--- config.mk ---
export PLATFORM = sky130hd
export DESIGN_NAME = mem_dma
export DESIGN_NICKNAME = d
export VERILOG_FILES = /design/src/rtl/mem_dma_pkg.sv /design/src/rtl/mem_dma.sv
export SDC_FILE = /design/constraint.sdc
export NUM_CORES = 1
export LEC_CHECK = 0
export BUFFER_PORTS_ARGS = -buffer_cell sky130_fd_sc_hd__buf_2
export CORE_MARGIN = 5
export CORE_UTILIZATION = 46
export DETAILED_ROUTE_END_ITERATION = 12
export HOLD_SLACK_MARGIN = 0.1
export PLACE_DENSITY = 0.75
export SLEW_MARGIN = 25
export SYNTH_ARGS = -nofsm -noshare
export SYNTH_HDL_FRONTEND = slang
export SYNTH_SLANG_ARGS = --single-unit
--- constraint.sdc ---
create_clock -name clk -period 1.94 [get_ports clk]
set_clock_uncertainty 0.05 [all_clocks]
set_input_delay 0.388 -clock clk [delete_from_list [all_inputs] [get_ports clk]]
set_output_delay 0.388 -clock clk [all_outputs]
set_load 0.05 [all_outputs]
--- src/rtl/mem_dma_pkg.sv ---
// mem_dma_pkg: shared types for the mem_dma block-transfer initiator.
//   state_t   - transfer FSM states
//   MODE_*    - values of the mode input (copy / fill)
package mem_dma_pkg;

    typedef enum logic [1:0] {
        IDLE = 2'd0,   // waiting for start
        RD   = 2'd1,   // copy: issue read of src_ptr
        WR   = 2'd2,   // issue write of dst_ptr
        FIN  = 2'd3    // one-cycle completion pulse
    } state_t;

    localparam logic MODE_COPY = 1'b0;
    localparam logic MODE_FILL = 1'b1;

endpackage

--- src/rtl/mem_dma.sv ---
// mem_dma: block copy / block fill initiator for a single-port synchronous
// RAM with one-cycle registered read data.
//
// Ports
//   clk, reset           rising-edge clock, synchronous active-low reset
//   start                one-cycle request, only honoured in IDLE
//   mode                 0 = copy (src -> dst), 1 = fill (fill_val -> dst)
//   src, dst, len        start addresses and word count (len 0..2^ADDR_SIZE)
//   fill_val             constant word for fill mode
//   abort                level; ends the transfer early
//   busy                 high while reading/writing (RD/WR states)
//   done                 one-cycle pulse on normal completion
//   aborted              sticky abort flag, cleared by the next accepted start
//   count                words written in the current/last transfer
//   mem_cs/mem_wen/mem_addr/mem_wdata/mem_rdata   RAM port
//
// Copy runs RD,WR per word (2 cycles/word); fill runs WR back to back.
// In copy mode the read data returned during WR is forwarded straight to
// mem_wdata, so that is the only combinational input-to-output path.
module mem_dma
    import mem_dma_pkg::*;
#(
    parameter int WIDTH     = 8,
    parameter int ADDR_SIZE = 10
) (
    input  logic                 clk,
    input  logic                 reset,
    input  logic                 start,
    input  logic                 mode,
    input  logic [ADDR_SIZE-1:0] src,
    input  logic [ADDR_SIZE-1:0] dst,
    input  logic [ADDR_SIZE:0]   len,
    input  logic [WIDTH-1:0]     fill_val,
    input  logic                 abort,
    output logic                 busy,
    output logic                 done,
    output logic                 aborted,
    output logic [ADDR_SIZE:0]   count,
    output logic                 mem_cs,
    output logic                 mem_wen,
    output logic [ADDR_SIZE-1:0] mem_addr,
    output logic [WIDTH-1:0]     mem_wdata,
    input  logic [WIDTH-1:0]     mem_rdata
);

    localparam logic [ADDR_SIZE-1:0] ONE_A = 1;
    localparam logic [ADDR_SIZE:0]   ONE_C = 1;

    state_t                 state, state_nxt;

    // Parameters captured with an accepted start
    logic                   mode_q;
    logic [ADDR_SIZE-1:0]   src_ptr;
    logic [ADDR_SIZE-1:0]   dst_ptr;
    logic [ADDR_SIZE:0]     len_q;
    logic [WIDTH-1:0]       fill_q;

    logic [ADDR_SIZE:0]     cnt_q;
    logic [ADDR_SIZE:0]     cnt_inc;
    logic                   aborted_q;
    logic                   last_word;

    // count never exceeds len-1 while in WR, so the increment cannot
    // overflow the ADDR_SIZE+1 bit counter even for len = 2^ADDR_SIZE.
    assign cnt_inc   = cnt_q + ONE_C;
    assign last_word = (cnt_inc == len_q);

    // ------------------------------------------------------------------
    // FSM state register
    // ------------------------------------------------------------------
    always_ff @(posedge clk) begin
        if (!reset) begin
            state <= IDLE;
        end else begin
            state <= state_nxt;
        end
    end

    // ------------------------------------------------------------------
    // Next state
    // ------------------------------------------------------------------
    always_comb begin
        state_nxt = state;
        case (state)
            IDLE: begin
                if (start) begin
                    if (len == '0)               state_nxt = FIN;
                    else if (mode == MODE_FILL)  state_nxt = WR;
                    else                         state_nxt = RD;
                end
            end
            RD: begin
                // abort here cancels the word before its write is issued
                state_nxt = abort ? IDLE : WR;
            end
            WR: begin
                // the write presented this cycle always lands; abort only
                // stops anything after it, and suppresses done
                if (abort)                       state_nxt = IDLE;
                else if (last_word)              state_nxt = FIN;
                else if (mode_q == MODE_COPY)    state_nxt = RD;
                else                             state_nxt = WR;
            end
            FIN:     state_nxt = IDLE;
            default: state_nxt = IDLE;
        endcase
    end

    // ------------------------------------------------------------------
    // Outputs decoded from state (plus copy-mode read-data forwarding)
    // ------------------------------------------------------------------
    always_comb begin
        busy      = 1'b0;
        done      = 1'b0;
        mem_cs    = 1'b0;
        mem_wen   = 1'b0;
        mem_addr  = '0;
        mem_wdata = '0;
        case (state)
            RD: begin
                busy     = 1'b1;
                mem_cs   = 1'b1;
                mem_addr = src_ptr;
            end
            WR: begin
                busy      = 1'b1;
                mem_cs    = 1'b1;
                mem_wen   = 1'b1;
                mem_addr  = dst_ptr;
                mem_wdata = (mode_q == MODE_FILL) ? fill_q : mem_rdata;
            end
            FIN:     done = 1'b1;
            default: ;
        endcase
    end

    // ------------------------------------------------------------------
    // Datapath: parameter capture, pointers, word counter, abort flag
    // ------------------------------------------------------------------
    always_ff @(posedge clk) begin
        if (!reset) begin
            mode_q    <= MODE_COPY;
            src_ptr   <= '0;
            dst_ptr   <= '0;
            len_q     <= '0;
            fill_q    <= '0;
            cnt_q     <= '0;
            aborted_q <= 1'b0;
        end else begin
            case (state)
                IDLE: begin
                    if (start) begin
                        mode_q    <= mode;
                        src_ptr   <= src;
                        dst_ptr   <= dst;
                        len_q     <= len;
                        fill_q    <= fill_val;
                        cnt_q     <= '0;
                        aborted_q <= 1'b0;
                    end
                end
                RD: begin
                    if (abort) aborted_q <= 1'b1;
                end
                WR: begin
                    // pointers wrap naturally at 2^ADDR_SIZE
                    cnt_q   <= cnt_inc;
                    dst_ptr <= dst_ptr + ONE_A;
                    if (mode_q == MODE_COPY) src_ptr <= src_ptr + ONE_A;
                    if (abort) aborted_q <= 1'b1;
                end
                default: ;
            endcase
        end
    end

    assign count   = cnt_q;
    assign aborted = aborted_q;

endmodule
# Word-level counts from Yosys, hierarchy flattened
# Index checks and enable logic that the tools add are counted.
word_totals:
  reg_bits: 54
  inputBits: 52
  out_inout_bits: 34
  word_cells: 51
classes:
  add_sub_neg: 3
  n_eq_ne: 7
  n_mux: 24
  n_reduce_logical: 9
ops:
  columns: ["cell", "n"]
  rows:
  - ["$pmux W10 S2", 3]
  - ["$mux W10", 3]
  - ["$pmux W11 S2", 1]
  - ["$add A10 B1 Y10 const B", 2]
  - ["$mux W8", 2]
  - ["$mux W2", 7]
  - ["$add A11 B1 Y11 const B", 1]
  - ["$eq A11 B11 Y1", 1]
  - ["$logic_not A11 Y1", 1]
  - ["$mux W11", 1]
  - ["$pmux W2 S4", 1]
  - ["$reduce_and A3 Y1", 2]
  - ["$mux W1", 5]
  - ["$eq A2 B2 Y1 const B", 2]
  - ["$ne A2 B2 Y1 const B", 2]
  - ["$reduce_and A2 Y1", 2]
  - ["$reduce_bool A2 Y1", 2]
  - ["$eq A2 B1 Y1 const B", 1]
  - ["$logic_not A2 Y1", 1]
  - ["$ne A2 B1 Y1 const B", 1]
  - ["$pmux W1 S2", 1]
  - ["$reduce_or A2 Y1", 1]

# Longest topological paths before layout
depth:
  depth_word: 5
  mapped_depth: 9

# Worst setup path before layout
# Ideal clock, no wire load.
synth_path:
  path_kind: "register to output"
  from: "register state[0]"
  to: "output port mem_addr[9]"
  arrival_time_ps: 2432
  setup_slack_ps: -930
  path_stages_with_launch: 5
  n_path_buf: 1
  cell_sequence: "dfxtp_1 inv_1 ha_1 clkbuf_1 a21boi_0"
synth_between:
  elab_chain_len: 2
  word_cells_on_any_way: 3
  classes_between: "eq/ne (2); mux (1)"
synth_lines:
  columns: ["item", "line_no", "text"]
  rows:
  - ["start: declaration", "mem_dma.sv:49", "state_t state, state_nxt;"]
  - ["start signal: assignment", "mem_dma.sv:75", "state <= state_nxt;"]
  - ["$eq A2 B2 Y1 / $eq A2 B1 Y1 (equally long branches)", "mem_dma.sv:119", "case (state)"]
  - ["$pmux W10 S2 *", "mem_dma.sv:119", null]
  - ["end: declaration", "mem_dma.sv:41", "output logic [ADDR_SIZE-1:0] mem_addr,"]
# Mark *: on every way between the ends. The rest lies on a longest branch, timed or not.

# Worst setup path after layout
layout_path:
  from: "register state[1]"
  to: "output port mem_addr[1]"
# The elaborated chain is that of the path after synthesis.

==> impl_metrics.prom <==
# TYPE chip_impl_metric gauge
chip_impl_metric{name="grt_overflow_total",unit=""} 0
chip_impl_metric{name="antenna_violations_before_repair",unit=""} 0
chip_impl_info{name="hold_path.class",value="primary input to flop"} 1
chip_impl_metric{name="pin_count",unit=""} 86
chip_impl_metric{name="antenna_violating_nets_post_route",unit=""} 0
chip_impl_metric{name="grt_max_degree",unit=""} 41
chip_impl_info{name="cp_top_family",value="buffers and inverters"} 1
chip_impl_metric{name="hold_path_depth",unit=""} 3
chip_impl_metric{name="synth-warning-count",unit=""} 0
chip_impl_metric{name="synthesis.nets",unit=""} 491
chip_impl_metric{name="max-slew-margin-rel",unit=""} 0.7665
chip_impl_metric{name="cp.required",unit="ps"} 1500
chip_impl_metric{name="wire_length_per_cell",unit="um"} 15.64
chip_impl_metric{name="vias_in_the_first_global_route",unit=""} 3211
chip_impl_metric{name="final_nets",unit=""} 584
chip_impl_metric{name="fp_rows",unit=""} 30
chip_impl_info{name="yosys.cell_count.top_type",value="sky130_fd_sc_hd__nand2_1"} 1
chip_impl_metric{name="critical_path.max_stage_delay",unit="ps"} 340
chip_impl_metric{name="post_synth_instance_area",unit="um2"} 3281
chip_impl_info{name="synth_top_cells_by_area",value="sky130_fd_sc_hd__dfxtp_1 33%, sky130_fd_sc_hd__nand2_1 8.4%, sky130_fd_sc_hd__a21oi_1 6.3%"} 1
chip_impl_metric{name="p_total",unit="mW"} 2.671
chip_impl_metric{name="cts_htree_levels",unit=""} 2
chip_impl_metric{name="grt_first_pass_wirelength",unit="um"} 15390
chip_impl_metric{name="synth_enable_flop_cells",unit=""} 0
chip_impl_metric{name="io_buffer_count",unit=""} 85
chip_impl_metric{name="crit_arrival",unit="ps"} 1580
chip_impl_metric{name="report.final.hold_viol_count",unit=""} 0
chip_impl_metric{name="floorplan.initialDensity",unit=""} 0.4776
chip_impl_info{name="timing.critical_path.cells",value="buf_6, ha_4, buf_6, a22oi_2, nor2b_4, buf_6"} 1
chip_impl_metric{name="clock.fmax",unit="GHz"} 0.4950
chip_impl_metric{name="placed_cell_area",unit="um2"} 4038
chip_impl_info{name="synth_largest_area_cell",value="sky130_fd_sc_hd__dfxtp_1"} 1
chip_impl_metric{name="cp_num_buf_inv",unit=""} 3
chip_impl_info{name="reg2reg_to",value="state[1]"} 1
chip_impl_metric{name="finalWorstSetupSlack",unit="ps"} -80.24
chip_impl_metric{name="yosys_register_bits",unit=""} 54
chip_impl_metric{name="postLayoutCellArea",unit="um2"} 4423
chip_impl_metric{name="detail_route.wirelength",unit="um"} 9730
chip_impl_metric{name="static-leakage-power",unit="nW"} 1.708
chip_impl_info{name="timing.rr.start",value="count[0]"} 1
chip_impl_metric{name="remaining_drc_errors",unit=""} 0
chip_impl_info{name="synth_flop_cell",value="sky130_fd_sc_hd__dfxtp_1"} 1
chip_impl_info{name="worst_path_max_delay_cell",value="sky130_fd_sc_hd__dfxtp_2"} 1
chip_impl_info{name="synth.top_cells.by_count",value="73 x sky130_fd_sc_hd__nand2_1, 54 x sky130_fd_sc_hd__dfxtp_1, 41 x sky130_fd_sc_hd__a21oi_1"} 1
chip_impl_metric{name="final_wtd_congestion",unit=""} 0.8213
chip_impl_info{name="worst_hold_startpoint",value="fill_val[1]"} 1
chip_impl_metric{name="worst_ir_drop_vdd",unit="V"} 0.0003504
chip_impl_metric{name="clock_latency",unit="ps"} 310
chip_impl_metric{name="finalCritPeriodShare",unit=""} 1.041
chip_impl_metric{name="detailedRoute.firstIterationViolations",unit=""} 201
chip_impl_metric{name="fp.dieArea",unit="um2"} 8921
chip_impl_metric{name="synth_sequential_area_ratio",unit=""} 0.3295
chip_impl_metric{name="ys_async_sr_fraction",unit=""} 0
chip_impl_metric{name="numCtsBuffers",unit=""} 5
chip_impl_metric{name="grt.total_usage",unit=""} 0.2145
chip_impl_metric{name="drt_pass1_iterations",unit=""} 5
chip_impl_metric{name="core",unit="um2"} 6869
chip_impl_metric{name="worst_slew_pin_slew",unit="ps"} 347.6
chip_impl_metric{name="path_max_fanout",unit=""} 6
chip_impl_info{name="timing.setup.critical_path_class",value="flop to primary output"} 1
chip_impl_info{name="cp-end-kind",value="primary output"} 1
chip_impl_metric{name="timing_max_transition_violations_final",unit=""} 0
chip_impl_metric{name="synth_top_area_share",unit=""} 0.3295
chip_impl_info{name="worst_hold_path_ep",value="fill_q[1]"} 1
chip_impl_info{name="startpoint_type",value="flop"} 1
chip_impl_metric{name="final-setup-viol-count",unit=""} 10
chip_impl_metric{name="layout-area-overhead-vs-synth",unit="%"} 34.82
chip_impl_metric{name="place.detailed.hpwl",unit="um"} 6715
chip_impl_info{name="status",value="complete, but fails checks"} 1
chip_impl_metric{name="cellPowerDensity",unit="nW/um2"} 603.8
chip_impl_metric{name="clockBufferDepth",unit=""} 2
chip_impl_metric{name="worstRegToRegCells",unit=""} 6
chip_impl_metric{name="die_y",unit="um"} 94.45
chip_impl_metric{name="routed-via-count",unit=""} 3482
chip_impl_metric{name="place_ws",unit="ps"} -12.66
chip_impl_metric{name="finalWorstPathRequiredPeriod",unit="ps"} 2020
chip_impl_metric{name="insertedDiodeCount",unit=""} 0
chip_impl_metric{name="die-width",unit="um"} 94.45
chip_impl_metric{name="cts.sinks",unit=""} 54
chip_impl_info{name="critPathLaunch",value="state[1]"} 1
chip_impl_metric{name="final_layout_size_suffix_gt1_frac",unit=""} 0.3460
chip_impl_info{name="root_buffer_cell",value="sky130_fd_sc_hd__clkbuf_8"} 1
chip_impl_metric{name="post_synth.cell_area_avg",unit="um2"} 7.594
chip_impl_metric{name="synth_cells",unit=""} 432
chip_impl_info{name="critical-path-top-cell-by-count",value="sky130_fd_sc_hd__buf_6"} 1
chip_impl_metric{name="synth.distinct_cells",unit=""} 55
chip_impl_metric{name="setup.reg_to_reg.worst_slack",unit="ps"} 60
chip_impl_metric{name="cts.reportedPaths.clkPinSlew",unit="ps"} 100
chip_impl_info{name="tritoncts",value="done"} 1
chip_impl_info{name="grt_setup_unrepaired",value="yes"} 1
chip_impl_info{name="violations_in_the_final_reports",value="setup timing"} 1
chip_impl_metric{name="via_per_inst",unit=""} 5.598
chip_impl_metric{name="maxCapViolCount",unit=""} 0
## routing by layer
layer / vias to the layer above / GRT usage / part of all wire
met5: - / 0 / 0
met4: 0 / 0.07452 / 0.025
met3: 21 / 0.03984 / 0.059
met2: 128 / 0.3434 / 0.46
met1: 1609 / 0.2893 / 0.45
li1: 1724 / - / -
## worst min-delay path, delay by kind of cell
kind,cells,cell delay [ps]
compound gates,1,50
buf+inv,1,100
simple gates,1,40
## cell type report
cell class | instances | area (um2)
tap | 96 | 120.1
clock buffer | 6 | 93.84
multi-input combinational | 338 | 2260
inverter | 7 | 26.28
sequential | 54 | 1114
fill | 594 | 2446
timing repair buffer | 119 | 799.5
clock inverter | 2 | 10.01
## report_power, final
part           switching (mW)  leakage [nW]  internal [mW]  total [mW]
clock network           0.392        0.0561          0.329       0.722
registers              0.0845         0.450           1.17        1.26
logic                   0.390          1.20          0.301       0.691
total                   0.867          1.71           1.80        2.67
## logic make-up (layout without fill, tap and decap cells)
| kind of cell | after synthesis | in the layout | share of synthesized area |
|---|---|---|---|
| multiplexers | 15 | 15 | 0.04729 |
| AND/OR/NAND/NOR | 175 | 175 | 0.2567 |
| adder cells (fa/ha/maj) | 7 | 7 | 0.02670 |
| flip-flops | 54 | 54 | 0.3295 |
| XOR/XNOR | 14 | 14 | 0.03738 |
| AO/OA/AOI/OAI | 127 | 127 | 0.2452 |
| buffers and inverters | 40 | 134 | 0.05721 |
## stage by stage
step | hold slack [ps] | cells | util | setup TNS, ps
floorplan | 386.0 | 432 | - | -305.4
global placement | 397.9 | 601 | 0.5878 | 0
detailed placement | 406.0 | 601 | 0.5878 | -12.66
CTS | 243.9 | 613 | 0.6226 | -308.1
global route | 246.7 | 622 | 0.6439 | -1195
finish | 251.2 | 622 | 0.6439 | -352.6
## cell usage in the layout (no fill, tap or decap), types with 6 or more instances in the layout
cell type                 count
sky130_fd_sc_hd__a21oi_1     40
sky130_fd_sc_hd__a22oi_1     11
sky130_fd_sc_hd__a22oi_2      6
sky130_fd_sc_hd__buf_2       67
sky130_fd_sc_hd__buf_4       38
sky130_fd_sc_hd__buf_6       10
sky130_fd_sc_hd__dfxtp_1     42
sky130_fd_sc_hd__dfxtp_4      7
sky130_fd_sc_hd__inv_1        6
sky130_fd_sc_hd__mux2i_1     13
sky130_fd_sc_hd__nand2_1     73
sky130_fd_sc_hd__nand3_1      9
sky130_fd_sc_hd__nor2_1      22
sky130_fd_sc_hd__nor2_4       8
sky130_fd_sc_hd__nor2b_1     10
sky130_fd_sc_hd__nor2b_4      9
sky130_fd_sc_hd__nor3_1      17
sky130_fd_sc_hd__o21ai_0     28
sky130_fd_sc_hd__o31ai_1      6
sky130_fd_sc_hd__xnor2_1      9
## flip-flops by register name, summed over array words and instances, names as in the netlist
name     count
aborted      1
fill_q       8
state        2
mode_q       1
src_ptr     10
len_q       11
dst_ptr     10
count       11
## how the worst max path moves through the flow
stage	to	slack, ps	cells after the start
3_5_place_dp	dst_ptr[2]	-10	9
2_1_floorplan	mem_wdata[0]	-40	7
3_3_place_gp	dst_ptr[2]	70	9
4_1_cts	mem_addr[1]	-50	6
6_report	mem_addr[1]	-80	6
5_1_grt	mem_addr[1]	-110	6
## repair_timing
item                                    in CTS  in global routing
endpoints found under the setup margin      23                 27
gates resized for setup                     36                 16
pin swaps                                    4                  8
buffers inserted                             4                  9
hold buffers                                 0                  0
cloned                                       0                  1
Power figures use the tool's default switching activity.
